--- config.mk ---
export PLATFORM = sky130hd
export DESIGN_NAME = seg_scan_driver
export DESIGN_NICKNAME = d
export VERILOG_FILES = /design/src/rtl/seg_scan_driver.sv
export SDC_FILE = /design/constraint.sdc
export NUM_CORES = 1
export LEC_CHECK = 0
export ABC_AREA = 1
export BUFFER_PORTS_ARGS = -buffer_cell sky130_fd_sc_hd__clkbuf_2
export CAP_MARGIN = 30
export CORE_ASPECT_RATIO = 1.25
export CORE_MARGIN = 2
export CORE_UTILIZATION = 30
export DETAILED_ROUTE_END_ITERATION = 8
export SLEW_MARGIN = 0
export SYNTH_ARGS = -nofsm -noshare
export SYNTH_HDL_FRONTEND = slang
export SYNTH_SLANG_ARGS = --single-unit
--- constraint.sdc ---
create_clock -name clk -period 2.2 [get_ports clk]
set_input_delay 0.33 -clock clk [delete_from_list [all_inputs] [get_ports clk]]
set_output_delay 0.33 -clock clk [all_outputs]
set_load 0.005 [all_outputs]
--- src/rtl/seg_scan_driver.sv ---
// Six-digit multiplexed seven-segment scanner for an HH:MM:SS clock, with colon and alarm blink.
// Define LEADING_ZERO_BLANK_EN to blank the hours tens digit when it is zero.
module seg_scan_driver #(
   parameter int SCAN_DIV  = 4,
   parameter int BLINK_DIV = 8
) (
   input  logic       clk,
   input  logic       reset,
   input  logic [1:0] H_in1,
   input  logic [3:0] H_in0,
   input  logic [3:0] M_in1,
   input  logic [3:0] M_in0,
   input  logic [3:0] S_in1,
   input  logic [3:0] S_in0,
   input  logic       Alarm,
   output logic [5:0] an,
   output logic [6:0] seg,
   output logic       dp
);

   logic [15:0] div;
   logic [2:0]  idx;
   logic [7:0]  fcnt;
   logic        ph;
   logic [3:0]  sh_h1, sh_h0, sh_m1, sh_m0, sh_s1, sh_s0;

   logic        div_last;
   logic        frame_wrap;
   logic [3:0]  digit;
   logic [5:0]  an_next;
   logic [6:0]  seg_next;
   logic        dp_next;

   assign div_last   = (div == 16'(SCAN_DIV - 1));
   assign frame_wrap = div_last && (idx == 3'd5);

   function automatic logic [6:0] bcd_to_seg(input logic [3:0] d);
      case (d)
         4'd0:    return 7'b1000000;
         4'd1:    return 7'b1111001;
         4'd2:    return 7'b0100100;
         4'd3:    return 7'b0110000;
         4'd4:    return 7'b0011001;
         4'd5:    return 7'b0010010;
         4'd6:    return 7'b0000010;
         4'd7:    return 7'b1111000;
         4'd8:    return 7'b0000000;
         4'd9:    return 7'b0010000;
         default: return 7'b0111111;
      endcase
   endfunction

   always_comb begin
      digit    = 4'd0;
      an_next  = ~(6'd1 << idx);
      dp_next  = !(((idx == 3'd2) || (idx == 3'd4)) && ph);
      case (idx)
         3'd0:    digit = sh_s0;
         3'd1:    digit = sh_s1;
         3'd2:    digit = sh_m0;
         3'd3:    digit = sh_m1;
         3'd4:    digit = sh_h0;
         3'd5:    digit = sh_h1;
         default: digit = 4'd0;
      endcase
      seg_next = bcd_to_seg(digit);
`ifdef LEADING_ZERO_BLANK_EN
      if ((idx == 3'd5) && (sh_h1 == 4'd0))
         seg_next = 7'b1111111;
`endif
      // Alarm blanks the enables only; seg keeps decoding so the digits reappear cleanly.
      if (Alarm && ph) begin
         an_next = 6'b111111;
         dp_next = 1'b1;
      end
   end

   always_ff @(posedge clk) begin
      if (!reset) begin
         div   <= 16'd0;
         idx   <= 3'd0;
         fcnt  <= 8'd0;
         ph    <= 1'b0;
         sh_h1 <= 4'd0;
         sh_h0 <= 4'd0;
         sh_m1 <= 4'd0;
         sh_m0 <= 4'd0;
         sh_s1 <= 4'd0;
         sh_s0 <= 4'd0;
         an    <= 6'b111111;
         seg   <= 7'b1111111;
         dp    <= 1'b1;
      end else begin
         if (div_last) begin
            div <= 16'd0;
            idx <= (idx == 3'd5) ? 3'd0 : idx + 3'd1;
         end else begin
            div <= div + 16'd1;
         end
         // Shadows load only between frames so a frame never mixes old and new time.
         if (frame_wrap) begin
            sh_h1 <= {2'b00, H_in1};
            sh_h0 <= H_in0;
            sh_m1 <= M_in1;
            sh_m0 <= M_in0;
            sh_s1 <= S_in1;
            sh_s0 <= S_in0;
            if (fcnt == 8'(BLINK_DIV - 1)) begin
               fcnt <= 8'd0;
               ph   <= ~ph;
            end else begin
               fcnt <= fcnt + 8'd1;
            end
         end
         an  <= an_next;
         seg <= seg_next;
         dp  <= dp_next;
      end
   end

endmodule

==> run metrics <==
area fraction of the dominant cell type after synthesis about two fifths; CP max FO 8; io pins 39; max_slew headroom 61.2%; final instance area about 0.0037 mm2; Initial DRC Count 137; DP Area 0.00335 mm2; Core Box Area 0.0101 mm2; Net Count, Synth 465; RSZ-0062 raised after global routing false; met1 Track Usage GR 15.8%; Worst Skew 10.9 ps; layout cells sized above 1 17.2%; Post-synth EDFFs 0; row cnt 41; clock slew at reported path FFs 50 ps; GRT Overall Usage around 14%; busiest grt layer met2; Clock Path Buffers 2; Via density 4.73; IO Port Bufs 38; Synth Cell Area between 0.003 and 0.004 mm2; Peak supply drop 0.329 mV; WL/cell roughly 12 um; setup violators final 0; Worst Hold Class primary input to flop; drt pass-1 iters 5; Yosys warnings 0; Seq cells post-synth 64; Initial Util 30.6%; Hold Slack 232 ps; max_cap viols 0; Slew Viols, Final 0; power density cells 767 mW/mm2; first-pass GRT wire length 12,400 um; Vias 2,864; HPWL Detailed 5480 um; postcts setup bufs 0; syn_area_per_cell around 7 um2; Die ar. roughly 0.011 mm2; leakage 1.53 nW; clk_lat worst skew about 330 ps; Final ANT Viol Nets 0; Placer Congestion 0.825; clk root buf clkbuf_16; Synth area leaders dfxtp_1, nand2_1, a21oi_1; Final Util 36.6%; largest net degree at the start of global routing 34; Nets 504; CTS Buf Count 9; antenna violations before repair 0; Main synth FF type dfxtp_1; async set-reset flop share out of synthesis 0%; CTS tree yes; Total Wirelength 7540 um; sequential share of the synthesized area a little over two fifths; Die X 94.5 um; H-tree levels 3; Final period util 88.9%; Yosys cell types 27; cell taking the most area after synthesis dfxtp_1; Fmax achieved 0.511 GHz; DRC violations left 0; worst path required time 2410 ps; M3 GR Usage 3.33%; Arr. time, crit path 2160 ps; Fin. Hold Viols 0; hold buffers post-CTS 0; chip height 117 um; antenna cells 0; most common cell after layout, fill and taps aside nand2_1; most frequent cells in the layout nand2_1, dfxtp_1, a21oi_1; Syn Inst Count 432; Crit Path Category flop to flop; global route total overflow 0; final setup TNS 0 ps; worst-margin pin slew roughly 580 ps; CP endpoint kind flop; clk sinks 64; type of origin of the critical path flop; status finished clean; Synth-to-Final Area Change 19.7%; vias in the first global route 2,781; GR Util met2 26.3%; min Tclk post-route 1960 ps
## final timing paths
check	to	cells after the start	startpoint	slack, ps
min reg2reg	dp	1	ph	440
max	seg[3]	10	idx[2]	240
max reg2reg	seg[3]	10	idx[2]	240
min	sh_s1[3]	3	S_in1[3]	230
## cell usage after synthesis, types with 3 or more instances
| library cell | count |
|---|---|
| nor3_1 | 5 |
| nor2_1 | 40 |
| nand2_1 | 134 |
| buf_6 | 6 |
| nand4_1 | 18 |
| a21oi_1 | 42 |
| buf_2 | 5 |
| clkbuf_1 | 3 |
| inv_2 | 8 |
| nand3_1 | 38 |
| o21ai_0 | 4 |
| ha_1 | 8 |
| inv_1 | 27 |
| xor2_1 | 6 |
| o21bai_1 | 6 |
| dfxtp_1 | 64 |
## area by class of cell
class,count,area (um2)
Sequential cell,64,1280
Tap cell,129,161
Clock buffer,9,225
Inverter,38,149
Multi-Input combinational cell,316,1550
Clock inverter,7,96.3
Timing Repair Buffer,42,220
Fill cell,1098,6370
## cells by family (layout without fill, tap and decap cells)
kind of cell,Yosys count,count (layout),synth area share (%)
AOI/OAI and AO/OA,53,53,9.16
xor gates and xnor gates,6,6,1.71
adders and majority gates,8,8,3.26
buffers and inverters,52,96,8.22
DFF,64,64,41.7
and+or+nand+nor,249,249,36.0
## stage by stage
stage                     setup WS (ps)  total power [mW]  instances
after detailed placement            205              1.33        589
final                               244              2.83        605
after global routing               32.4              2.93        605
after floorplan                     455              1.29        432
after CTS                           197              2.86        605
after global placement              294              1.33        589
## worst max-delay path, cell delays in order, from the launching register on
cell and delay, ps:
dfxtp_1 430, inv_2 120, ha_1 260, nand2_1 80
nand2_1 50, nor2_1 140, nand2_1 130, ha_1 310
o21bai_1 170, nand3_1 80, nand3_1 60
## flip-flops by register name (all words and copies together) (netlist names), 3 cells and up
name   count
seg        7
sh_m1      4
sh_m0      4
sh_h0      4
idx        3
sh_s0      4
fcnt       8
an         6
sh_s1      4
div       16
## repair_timing
action,CTS,global route
endpoints found under the hold margin,0,0
setup endpoints to repair,0,2
resized for setup,0,2
## power by group
group | internal (mW) | switching (mW)
sequential | 1.18 | 0.0150
clock | 0.990 | 0.527
combinational | 0.0447 | 0.0698
## per-layer routing
layer / up-vias / share of wire, %
li1: 1483 / -
met4: 0 / 1.3
met2: 56 / 53
met3: 7 / 3.3
met1: 1318 / 42
met5: - / 0
Note: power is estimated with default switching activity, not from simulation.
